$ cat src/rtl/cache_pkg.sv
// Shared types for the 2-way write-back cache controller: FSM state encoding,
// way count and address split helpers.
package cache_pkg;

  typedef enum logic [2:0] {
    S_IDLE   = 3'd0,
    S_LOOKUP = 3'd1,
    S_WB     = 3'd2,
    S_FILL   = 3'd3,
    S_RESP   = 3'd4,
    S_ERR    = 3'd5
  } state_t;

  localparam int unsigned WAYS = 2;

  // Low idx_w bits select the set; the remaining upper bits form the tag.
  function automatic logic [31:0] split_index(input logic [31:0] adr, input int unsigned idx_w);
    return adr & ((32'd1 << idx_w) - 32'd1);
  endfunction

  function automatic logic [31:0] split_tag(input logic [31:0] adr, input int unsigned idx_w);
    return adr >> idx_w;
  endfunction

endpackage

$ cat src/rtl/cache_set_array.sv
// Tag/valid/dirty/data/LRU storage for a 2-way set-associative cache.
// Combinational read by index; one write port with per-field enables.
module cache_set_array
  import cache_pkg::*;
#(
  parameter int unsigned SETS   = 16,
  parameter int unsigned IDX_W  = 4,
  parameter int unsigned TAG_W  = 12,
  parameter int unsigned DATA_W = 32
) (
  input  logic                         clk,
  input  logic                         rst,
  input  logic [IDX_W-1:0]             rd_idx,
  output logic [WAYS-1:0][TAG_W-1:0]   rd_tag,
  output logic [WAYS-1:0]              rd_valid,
  output logic [WAYS-1:0]              rd_dirty,
  output logic [WAYS-1:0][DATA_W-1:0]  rd_data,
  output logic                         rd_lru,
  input  logic [IDX_W-1:0]             wr_idx,
  input  logic                         wr_way,
  input  logic                         wr_tag_en,
  input  logic [TAG_W-1:0]             wr_tag,
  input  logic                         wr_valid_en,
  input  logic                         wr_valid,
  input  logic                         wr_dirty_en,
  input  logic                         wr_dirty,
  input  logic                         wr_data_en,
  input  logic [DATA_W-1:0]            wr_data,
  input  logic                         wr_lru_en,
  input  logic                         wr_lru
);

  logic [TAG_W-1:0]  tag_mem   [SETS][WAYS];
  logic [DATA_W-1:0] data_mem  [SETS][WAYS];
  logic [WAYS-1:0]   valid_mem [SETS];
  logic [WAYS-1:0]   dirty_mem [SETS];
  logic [SETS-1:0]   lru_mem;

  for (genvar w = 0; w < WAYS; w++) begin : g_rd
    assign rd_tag[w]   = tag_mem[rd_idx][w];
    assign rd_data[w]  = data_mem[rd_idx][w];
    assign rd_valid[w] = valid_mem[rd_idx][w];
    assign rd_dirty[w] = dirty_mem[rd_idx][w];
  end
  assign rd_lru = lru_mem[rd_idx];

  // Tag and data payload carry no reset; valid gates their use.
  always_ff @(posedge clk) begin
    if (wr_tag_en)  tag_mem[wr_idx][wr_way]  <= wr_tag;
    if (wr_data_en) data_mem[wr_idx][wr_way] <= wr_data;
  end

  always_ff @(posedge clk) begin
    if (rst) begin
      for (int unsigned s = 0; s < SETS; s++) begin
        valid_mem[s] <= '0;
        dirty_mem[s] <= '0;
      end
      lru_mem <= '0;
    end else begin
      if (wr_valid_en) valid_mem[wr_idx][wr_way] <= wr_valid;
      if (wr_dirty_en) dirty_mem[wr_idx][wr_way] <= wr_dirty;
      if (wr_lru_en)   lru_mem[wr_idx]           <= wr_lru;
    end
  end

endmodule

$ cat src/rtl/cache_ctrl_wb.sv
// 2-way set-associative write-back, write-allocate cache controller.
// Optional CACHE_STATS_EN adds saturating hit/miss/write-back counters.
module cache_ctrl_wb
  import cache_pkg::*;
#(
  parameter int unsigned ADDR_W = 16,
  parameter int unsigned DATA_W = 32,
  parameter int unsigned SETS   = 16
) (
  input  logic              clk,
  input  logic              rst,
  input  logic              req_cpu_i,
  input  logic [ADDR_W-1:0] adr_cpu_i,
  input  logic [DATA_W-1:0] dat_cpu_i,
  input  logic              we_cpu_i,
  output logic [DATA_W-1:0] dat_cpu_o,
  output logic              ack_cpu_o,
  output logic              err_cpu_o,
  input  logic [DATA_W-1:0] dat_mem_i,
  input  logic              ack_mem_i,
  input  logic              err_mem_i,
  output logic              cyc_m2s,
  output logic              we_m2s,
  output logic [ADDR_W-1:0] adr_m2s,
  output logic [DATA_W-1:0] dat_m2s,
  output logic [2:0]        state_test
`ifdef CACHE_STATS_EN
 ,output logic [31:0]       hit_cnt_o,
  output logic [31:0]       miss_cnt_o,
  output logic [31:0]       wb_cnt_o
`endif
);

  localparam int unsigned IDX_W = $clog2(SETS);
  localparam int unsigned TAG_W = ADDR_W - IDX_W;

  state_t              state;
  logic [ADDR_W-1:0]   adr_q;
  logic [DATA_W-1:0]   dat_q;
  logic                we_q;
  logic                vic_q;
  logic [IDX_W-1:0]    idx_q;
  logic [TAG_W-1:0]    tag_q;

  logic [WAYS-1:0][TAG_W-1:0]  rd_tag;
  logic [WAYS-1:0]             rd_valid, rd_dirty;
  logic [WAYS-1:0][DATA_W-1:0] rd_data;
  logic                        rd_lru;
  logic hit0, hit1, hit, hit_way, vic;

  logic              wr_way, wr_tag_en, wr_valid_en, wr_valid, wr_dirty_en, wr_dirty;
  logic              wr_data_en, wr_lru_en, wr_lru;
  logic [DATA_W-1:0] wr_data;

  assign idx_q = IDX_W'(split_index(32'(adr_q), IDX_W));
  assign tag_q = TAG_W'(split_tag(32'(adr_q), IDX_W));

  assign hit0    = rd_valid[0] && (rd_tag[0] == tag_q);
  assign hit1    = rd_valid[1] && (rd_tag[1] == tag_q);
  assign hit     = hit0 || hit1;
  assign hit_way = !hit0;
  assign vic     = !rd_valid[0] ? 1'b0 : (!rd_valid[1] ? 1'b1 : rd_lru);

  assign state_test = state;

  cache_set_array #(.SETS(SETS), .IDX_W(IDX_W), .TAG_W(TAG_W), .DATA_W(DATA_W)) u_array (
    .clk(clk), .rst(rst),
    .rd_idx(idx_q), .rd_tag(rd_tag), .rd_valid(rd_valid), .rd_dirty(rd_dirty),
    .rd_data(rd_data), .rd_lru(rd_lru),
    .wr_idx(idx_q), .wr_way(wr_way),
    .wr_tag_en(wr_tag_en), .wr_tag(tag_q),
    .wr_valid_en(wr_valid_en), .wr_valid(wr_valid),
    .wr_dirty_en(wr_dirty_en), .wr_dirty(wr_dirty),
    .wr_data_en(wr_data_en), .wr_data(wr_data),
    .wr_lru_en(wr_lru_en), .wr_lru(wr_lru)
  );

  // Array updates happen on the same edge the FSM leaves LOOKUP/WB/FILL; errors update nothing.
  always_comb begin
    wr_way      = vic_q;
    wr_tag_en   = 1'b0;
    wr_valid_en = 1'b0;
    wr_valid    = 1'b0;
    wr_dirty_en = 1'b0;
    wr_dirty    = 1'b0;
    wr_data_en  = 1'b0;
    wr_data     = dat_q;
    wr_lru_en   = 1'b0;
    wr_lru      = 1'b0;
    case (state)
      S_LOOKUP: if (hit) begin
        wr_way      = hit_way;
        wr_lru_en   = 1'b1;
        wr_lru      = !hit_way;
        wr_data_en  = we_q;
        wr_dirty_en = we_q;
        wr_dirty    = 1'b1;
      end
      S_WB: if (ack_mem_i && !err_mem_i) begin
        wr_dirty_en = 1'b1;
      end
      S_FILL: if (ack_mem_i && !err_mem_i) begin
        wr_tag_en   = 1'b1;
        wr_valid_en = 1'b1;
        wr_valid    = 1'b1;
        wr_data_en  = 1'b1;
        wr_data     = we_q ? dat_q : dat_mem_i;
        wr_dirty_en = 1'b1;
        wr_dirty    = we_q;
        wr_lru_en   = 1'b1;
        wr_lru      = !vic_q;
      end
      default: ;
    endcase
  end

  always_ff @(posedge clk) begin
    if (rst) begin
      state     <= S_IDLE;
      adr_q     <= '0;
      dat_q     <= '0;
      we_q      <= 1'b0;
      vic_q     <= 1'b0;
      dat_cpu_o <= '0;
      ack_cpu_o <= 1'b0;
      err_cpu_o <= 1'b0;
      cyc_m2s   <= 1'b0;
      we_m2s    <= 1'b0;
      adr_m2s   <= '0;
      dat_m2s   <= '0;
    end else begin
      case (state)
        S_IDLE: if (req_cpu_i) begin
          adr_q <= adr_cpu_i;
          dat_q <= dat_cpu_i;
          we_q  <= we_cpu_i;
          state <= S_LOOKUP;
        end
        S_LOOKUP: begin
          if (hit) begin
            ack_cpu_o <= 1'b1;
            dat_cpu_o <= we_q ? '0 : rd_data[hit_way];
            state     <= S_RESP;
          end else begin
            vic_q   <= vic;
            cyc_m2s <= 1'b1;
            if (rd_valid[vic] && rd_dirty[vic]) begin
              we_m2s  <= 1'b1;
              adr_m2s <= {rd_tag[vic], idx_q};
              dat_m2s <= rd_data[vic];
              state   <= S_WB;
            end else begin
              we_m2s  <= 1'b0;
              adr_m2s <= adr_q;
              state   <= S_FILL;
            end
          end
        end
        S_WB: begin
          if (err_mem_i) begin
            cyc_m2s   <= 1'b0;
            we_m2s    <= 1'b0;
            err_cpu_o <= 1'b1;
            state     <= S_ERR;
          end else if (ack_mem_i) begin
            we_m2s  <= 1'b0;
            adr_m2s <= adr_q;
            state   <= S_FILL;
          end
        end
        S_FILL: begin
          if (err_mem_i) begin
            cyc_m2s   <= 1'b0;
            err_cpu_o <= 1'b1;
            state     <= S_ERR;
          end else if (ack_mem_i) begin
            cyc_m2s   <= 1'b0;
            ack_cpu_o <= 1'b1;
            dat_cpu_o <= we_q ? '0 : dat_mem_i;
            state     <= S_RESP;
          end
        end
        S_RESP: begin
          ack_cpu_o <= 1'b0;
          dat_cpu_o <= '0;
          state     <= S_IDLE;
        end
        S_ERR: begin
          err_cpu_o <= 1'b0;
          state     <= S_IDLE;
        end
        default: state <= S_IDLE;
      endcase
    end
  end

`ifdef CACHE_STATS_EN
  always_ff @(posedge clk) begin
    if (rst) begin
      hit_cnt_o  <= '0;
      miss_cnt_o <= '0;
      wb_cnt_o   <= '0;
    end else begin
      if (state == S_LOOKUP && hit && hit_cnt_o != '1)   hit_cnt_o  <= hit_cnt_o + 32'd1;
      if (state == S_LOOKUP && !hit && miss_cnt_o != '1) miss_cnt_o <= miss_cnt_o + 32'd1;
      if (state == S_WB && ack_mem_i && !err_mem_i && wb_cnt_o != '1)
        wb_cnt_o <= wb_cnt_o + 32'd1;
    end
  end
`endif

endmodule

$ cat config.mk
export PLATFORM = sky130hd
export DESIGN_NAME = cache_ctrl_wb
export DESIGN_NICKNAME = d
export VERILOG_FILES = /design/src/rtl/cache_pkg.sv /design/src/rtl/cache_set_array.sv /design/src/rtl/cache_ctrl_wb.sv
export SDC_FILE = /design/constraint.sdc
export NUM_CORES = 2
export LEC_CHECK = 0
export CORE_MARGIN = 2
export CORE_UTILIZATION = 63
export CTS_CLUSTER_SIZE = 28
export DETAILED_ROUTE_END_ITERATION = 8
export PLACE_DENSITY_LB_ADDON = 0.05
export SYNTH_ARGS = -nofsm -noshare
export SYNTH_HDL_FRONTEND = slang
export SYNTH_HIERARCHICAL = 1
export SYNTH_SLANG_ARGS = --single-unit
$ cat constraint.sdc
create_clock -name clk -period 11.2 [get_ports clk]
set_input_delay 1.12 -clock clk [delete_from_list [all_inputs] [get_ports clk]]
set_output_delay 1.12 -clock clk [all_outputs]
set_load 0.01 [all_outputs]
## Word-level counts from Yosys, hierarchy flattened

Memory sizes are Yosys's and may differ from the RTL's. A register that Yosys moved wholly into a read port is not among the register bits.
Index checks and enable logic that the tools add are counted.

| word-level totals | value |
|---|---|
| bits in latches | 0 |
| bits in registers | 153 |
| RAM bits | 1472 |
| memory bits (read-only) | 0 |
| memories | 4 |

Memory list:

| name | depth | width | rd ports | clocked after Yosys merged registers in | write ports | RTL line | RTL |
|---|---|---|---|---|---|---|---|
| u_array.data_mem | 16 | 64 | 1 | 1 | 1 | cache_set_array.sv:34 | `logic [DATA_W-1:0] data_mem [SETS][WAYS];` |
| u_array.tag_mem | 16 | 24 | 1 | 1 | 1 | cache_set_array.sv:33 | `logic [TAG_W-1:0] tag_mem [SETS][WAYS];` |
| u_array.dirty_mem | 16 | 2 | 1 | 1 | 16 | cache_set_array.sv:36 | `logic [WAYS-1:0] dirty_mem [SETS];` |
| u_array.valid_mem | 16 | 2 | 1 | 1 | 16 | cache_set_array.sv:35 | `logic [WAYS-1:0] valid_mem [SETS];` |

| cells by class | value |
|---|---|
| mux-type cells | 98 |
| magnitude comparators | 8 |
| bitwise operators | 2 |
| add/subtract/negate cells | 0 |
| reductions and logical operators | 28 |
| shift-type cells | 0 |
| equal/unequal tests | 18 |
| multipliers | 0 |
| div/mod/pow operators | 0 |

Operators with widths:

| cell | count |
|---|---|
| two-way mux 32 bit | 13 |
| one-hot mux 32 bit (3 select lines) | 1 |
| two-way mux 16 bit | 4 |
| two-way mux 64 bit | 1 |
| two-way mux 4 bit | 10 |
| two-way mux 1 bit | 36 |
| two-way mux 12 bit | 3 |
| demux 32 bit (select 1 bit) | 1 |
| one-hot mux 16 bit (2 select lines) | 1 |
| equality test 12 bit | 2 |
| two-way mux 24 bit | 1 |
| two-way mux 3 bit | 6 |
| bitwise mux 16 bit | 1 |
| inequality test 2 bit, second input constant | 8 |
| one-hot mux 1 bit (2 select lines) | 7 |
| demux 12 bit (select 1 bit) | 1 |
| two-way mux 2 bit | 6 |
| one-hot mux 3 bit (4 select lines) | 1 |
| AND reduction 4 bit | 3 |
| AND reduction 3 bit | 3 |
| logical AND 1 bit | 7 |
| equality test 3 x 2 -> 1 bit, second input constant | 2 |
| equality test 3 bit, second input constant | 2 |
| less-than comparator 1 x 2 -> 1 bit, second input constant | 3 |
| other kinds (21) | 31 |

## Logic depth before layout (Yosys ltp)

| depth | value |
|---|---|
| word-level depth | 12 |
| gate-level depth with buffers | 18 |
| gate-level depth less buffers | 12 |

## By module

The synthesis kept the hierarchy.

Modules (own cells, without submodules):

| module | instances | area an instance (um^2) | cells an instance | seq. area each (um^2) |
|---|---|---|---|---|
| cache_set_array | 1 | 56877.0 | 2585 | 44522.7 |
| cache_ctrl_wb | 1 | 7544.7 | 976 | 2742.6 |

## Worst setup path after synthesis

Ideal clock, no wire load.

| path | value |
|---|---|
| path type | reg-to-reg |
| start | reg adr_q[0] |
| end | mem u_array/data_mem[10][32] (netlist bit) (enable) |
| cell stages (with the launch flop) | 16 |
| data required time | 10779 ps |
| path slack | 5890 ps |
| buffers on the path | 5 |
| arrival | 4889 ps |
| cells stage by stage | dfxtp_1 > clkbuf_1 > buf_2 > buf_2 > mux4_2 > a22oi_1 > nand2_1 > a222oi_1 > nand3_1 > o21ai_0 > nand3_1 > a21oi_1 > nand2b_1 > clkbuf_1 > clkbuf_1 > nor2_1 |

RTL lines:

| what | RTL line | RTL |
|---|---|---|
| start, declared | cache_ctrl_wb.sv:38 | `logic [ADDR_W-1:0] adr_q;` |
| start signal, assigned | cache_ctrl_wb.sv:134 | `adr_q <= adr_cpu_i;` |
| end, declared | cache_set_array.sv:34 |  |

Straight into the memory's write port.

## Final worst setup path

| path | value |
|---|---|
| start | reg adr_q[0] |
| end | mem u_array/data_mem[5][40] (netlist bit) (enable) |

Straight into the memory's write port.

==> results.py <==
metrics = {
    "worst_setup_path": {
        "timing.critical_path.slowest_stage_cell": "sky130_fd_sc_hd__nor2_4",
        "ws_path_type": "flop to flop",
        "endpoint": "u_array/data_mem[5][40]",
        "timing.critical_path.max_delay_family": "simple AND/OR/NAND/NOR gates",
        "worst-r2r-cell-count": 11,
        "timing.critical_path.to_type": "flop",
        "timing.critical_path.slowest_cell_delay_ns": 1.04,
        "cp.arrival_ns": 7.85,
        "cp.buffers_inverters": 1,
        "crit-reg2reg-capture": "u_array/data_mem[5][40]",
        "critical_path_depth": 11,
        "rrSetupSlack_ns": 3.72,
        "critical_path_peak_fanout": 47,
        "worst_endpoint_required_time_ns": 11.57,
        "worst_setup_path_start_kind": "flop",
        "worst_setup_path_startpoint": "adr_q[0]",
        "cells_along_the_critical_path": "buf_4 -> mux4_2 -> a22oi_1 -> nand2_1 -> a222oi_1 -> nand3_2 -> o21ai_0 -> nand3_1 -> a21oi_1 -> nand2b_2 -> nor2_4",
        "critical_path.reg2reg.startpoint": "adr_q[0]",
    },
    "place": {
        "port_buffer_count": 172,
        "hpwl_um": 105000,
        "gp_congestion": 0.943,
    },
    "clocking": {
        "worst_setup_hold_path_clk_slew_ns": 0.06,
        "cts.repair.resized": 0,
        "holdBufCountCts": 0,
        "cts_num_sinks": 1625,
        "cts_tree": "built",
        "htree_levels": 4,
        "postCtsSetupRepairBufs": 0,
        "cts-buffers-inserted": 158,
        "clock_path_buffers": 3,
        "clockRootBuffer": "sky130_fd_sc_hd__clkbuf_16",
        "clkLatencyLatePin_ns": 0.77,
    },
    "synth": {
        "ys_seq_elements": 1625,
        "avgSynthCellArea_um2": 18.1,
        "synth_enable_flop_cells": 1472,
        "synth_top_flop_cell": "sky130_fd_sc_hd__edfxtp_1",
        "synth-async-reset-ratio_pct": 0,
        "syn_area_um2": 64400,
        "synth_sequential_area_ratio_pct": 73.4,
        "distinct_cell_type_count_after_synthesis": 49,
        "netlist_instances": 3561,
        "yosys_warnings": 6,
        "postSynthNetCount": 3647,
    },
    "timing": {
        "tightest_slew_ns": 1.30,
        "whs_ns": 0.455,
        "slew_headroom_pct": 12.7,
        "finalWorstPathRequiredPeriod_ns": 7.48,
        "fin_tns_setup_ns": 0,
        "maxSlewViolCount": 0,
        "setup_viol": 0,
        "timing.final.crit_share_pct": 66.8,
        "finalHoldViolations": 0,
        "rsz0062_at_grt": "no",
        "fmax_ghz": 0.134,
        "fin_skew_ns": 0.0260,
    },
    "layout": {
        "design.final.nets": 3789,
        "flow.area_growth_from_synthesis_pct": 12.6,
        "fillerInstances": 6198,
        "layout-drive-gt1-share_pct": 20.3,
    },
    "route": {
        "drt_pre_antenna_iters": 6,
        "dr_total_vias": 35710,
        "drt-wirelength-per-cell_um": 33.1,
        "drt_iter0_markers": 4844,
        "drtAntennaViolNets": 0,
        "postRouteWirelength_um": 172000,
        "drc": 0,
        "routed_via_density": 6.87,
    },
    "hold_path": {
        "whs_path_depth": 2,
        "hold_path_class": "flop to flop",
    },
    "floorplanning": {
        "floorplan.die.height_um": 324,
        "area_of_the_core_region_um2": 102000,
        "row_count": 117,
        "horizontal_die_dimension_um": 324,
        "design.portCount": 173,
        "start_util_pct": 63.4,
        "die_area_um2": 105000,
    },
    "global_routing": {
        "via_count_of_the_first_global_routing_pass": 34806,
        "grt_max_degree": 99,
        "antenna_found_initial": 5,
        "first_pass_grt_wire_length_um": 245000,
        "overflow": 0,
        "grt_use_total_pct": 33.3,
    },
    "run": {
        "max_cap_viol_count": 0,
    },
    "power_and_ir_drop": {
        "vdd_drop_max_mv": 0.149,
        "power.leakage_nw": 22.4,
        "power_per_cell_area_nw_per_um2": 184,
    },
    "outcome": {
        "outcome": "finished, final reports clean",
    },
}
-- area by class of cell --
cell class / instances / area (um2) / area share [%]
sequential: 1625 / 47300 / 65.1
clock inverter: 83 / 678 / 0.935
tap: 1368 / 1710 / 2.36
clock buffer: 203 / 4250 / 5.85
inverter: 41 / 154 / 0.212
antenna: 3 / 7.51 / 0.0103
timing repair buffer: 239 / 2250 / 3.10
multi-input combinational: 1638 / 16200 / 22.4
-- power breakdown --
part / leakage [nW] / internal [W] / switching [W]
registers: 14.6 / 0.00673 / 0.0000625
clock network: 2.42 / 0.00287 / 0.00221
logic: 5.44 / 0.000487 / 0.000988
-- per-stage QoR --
stage | cells | utilization [%] | power, W | worst slack, ns | instance area [um2]
6_report | 5200 | 71.4 | 0.0133 | 3.72 | 72600
5_1_grt | 5197 | 71.4 | 0.0137 | 3.20 | 72600
4_1_cts | 5197 | 71.4 | 0.0134 | 3.67 | 72600
3_5_place_dp | 4911 | 66.6 | 0.00837 | 3.68 | 67600
3_3_place_gp | 4911 | 66.6 | 0.00834 | 3.92 | 67600
2_1_floorplan | 3561 | - | 0.00773 | 5.89 | 64400
-- worst min-delay path by stage --
stage	end	startpoint	slack, ns
after detailed placement	dat_q[13]	dat_q[13]	0.45
after CTS	dat_q[9]	dat_q[9]	0.45
after global placement	dat_q[23]	dat_q[23]	0.44
after floorplan	dat_q[0]	dat_q[0]	0.43
after global routing	dat_q[18]	dat_q[18]	0.47
final	dat_q[17]	dat_q[17]	0.45
-- sequential cells by signal, summed over array words and instances, names as in the netlist, 3 cells and up --
signal,count
u_array/valid_mem,32
dat_q,32
dat_m2s,32
u_array/lru_mem,16
state_test,3
adr_m2s,16
u_array/data_mem,1024
u_array/tag_mem,384
u_array/dirty_mem,32
dat_cpu_o,32
adr_q,16
-- layer usage --
metal	global-route usage (%)	share of wire, %	routed length, um	up-vias
met4	16.7	5.6	9680	4
li1	-	-	-	14631
met2	52.7	49	83600	2138
met5	0	0.019	32	-
met3	5.86	9.8	16800	388
met1	45.3	36	62000	18549
-- kinds of logic after synthesis --
kind of cell	count (synthesis)	share of synthesized area [%]
simple gates	583	3.92
mux	450	14.3
xor+xnor	20	0.272
flops	1625	73.4
compound gates	585	6.20
buf+inv	298	1.96
-- worst reg2reg max path, cell delays in order (launching register included) --
cell and delay [ns]:
sky130_fd_sc_hd__dfxtp_4 0.92, sky130_fd_sc_hd__buf_4 0.89, sky130_fd_sc_hd__mux4_2 0.64, sky130_fd_sc_hd__a22oi_1 0.27, sky130_fd_sc_hd__nand2_1 0.18, sky130_fd_sc_hd__a222oi_1 0.60, sky130_fd_sc_hd__nand3_2 0.78, sky130_fd_sc_hd__o21ai_0 0.64
sky130_fd_sc_hd__nand3_1 0.18, sky130_fd_sc_hd__a21oi_1 0.29, sky130_fd_sc_hd__nand2b_2 0.58, sky130_fd_sc_hd__nor2_4 1.09
-- synthesized netlist by cell type (6+ instances only) --
cell type,instances,area share (%)
sky130_fd_sc_hd__clkbuf_1,196,1.1
sky130_fd_sc_hd__a22oi_1,186,2.2
sky130_fd_sc_hd__mux2i_1,45,0.70
sky130_fd_sc_hd__buf_1,6,0.035
sky130_fd_sc_hd__a211oi_2,30,0.58
sky130_fd_sc_hd__or3_1,16,0.16
sky130_fd_sc_hd__buf_2,42,0.33
sky130_fd_sc_hd__mux2_2,33,0.58
sky130_fd_sc_hd__o21bai_1,64,0.75
sky130_fd_sc_hd__o21ai_0,83,0.64
sky130_fd_sc_hd__nand4bb_1,6,0.10
sky130_fd_sc_hd__o21ai_1,9,0.070
sky130_fd_sc_hd__nand2_1,253,1.5
sky130_fd_sc_hd__a31oi_1,33,0.32
sky130_fd_sc_hd__buf_6,12,0.21
sky130_fd_sc_hd__a21oi_1,124,0.96
sky130_fd_sc_hd__o221ai_1,12,0.16
sky130_fd_sc_hd__nand3_1,25,0.19
sky130_fd_sc_hd__nand2b_1,7,0.068
sky130_fd_sc_hd__dfxtp_1,153,4.8
sky130_fd_sc_hd__edfxtp_1,1472,69
sky130_fd_sc_hd__inv_1,38,0.22
sky130_fd_sc_hd__mux4_2,372,13
sky130_fd_sc_hd__o21a_1,33,0.38
sky130_fd_sc_hd__nor2b_1,6,0.058
sky130_fd_sc_hd__nor3_1,70,0.54
sky130_fd_sc_hd__nor2_1,179,1.0
sky130_fd_sc_hd__xor2_1,19,0.26
-- cell usage in the layout, fill, tap and decap left out, types with 3 or more instances in the layout --
master / count
sky130_fd_sc_hd__o21a_1: 33
sky130_fd_sc_hd__mux4_2: 372
sky130_fd_sc_hd__or3_1: 16
sky130_fd_sc_hd__a211oi_1: 3
sky130_fd_sc_hd__clkbuf_16: 162
sky130_fd_sc_hd__o21bai_1: 64
sky130_fd_sc_hd__inv_1: 38
sky130_fd_sc_hd__a31oi_1: 33
sky130_fd_sc_hd__nand2b_1: 6
sky130_fd_sc_hd__mux2i_1: 45
sky130_fd_sc_hd__nand2_1: 253
sky130_fd_sc_hd__nand4bb_1: 4
sky130_fd_sc_hd__buf_4: 65
sky130_fd_sc_hd__clkdlybuf4s50_1: 171
sky130_fd_sc_hd__clkbuf_1: 37
sky130_fd_sc_hd__inv_6: 4
sky130_fd_sc_hd__a21oi_1: 122
sky130_fd_sc_hd__a22oi_1: 186
sky130_fd_sc_hd__edfxtp_1: 1472
sky130_fd_sc_hd__clkinv_8: 5
sky130_fd_sc_hd__clkinv_2: 26
sky130_fd_sc_hd__bufinv_16: 8
sky130_fd_sc_hd__o221ai_1: 12
sky130_fd_sc_hd__nor2_1: 145
sky130_fd_sc_hd__dfxtp_1: 151
sky130_fd_sc_hd__nand3_1: 23
sky130_fd_sc_hd__or4b_1: 4
sky130_fd_sc_hd__inv_2: 3
sky130_fd_sc_hd__clkbuf_8: 4
sky130_fd_sc_hd__xor2_1: 19
sky130_fd_sc_hd__o21ai_1: 9
sky130_fd_sc_hd__nand4b_1: 4
sky130_fd_sc_hd__nor3_1: 69
sky130_fd_sc_hd__nor2b_1: 4
sky130_fd_sc_hd__mux2_2: 33
sky130_fd_sc_hd__o21ai_0: 82
sky130_fd_sc_hd__nor2_4: 33
sky130_fd_sc_hd__clkinv_1: 36
sky130_fd_sc_hd__diode_2: 3
sky130_fd_sc_hd__a211oi_2: 30
No activity file was read; power rests on OpenSTA's default activity.
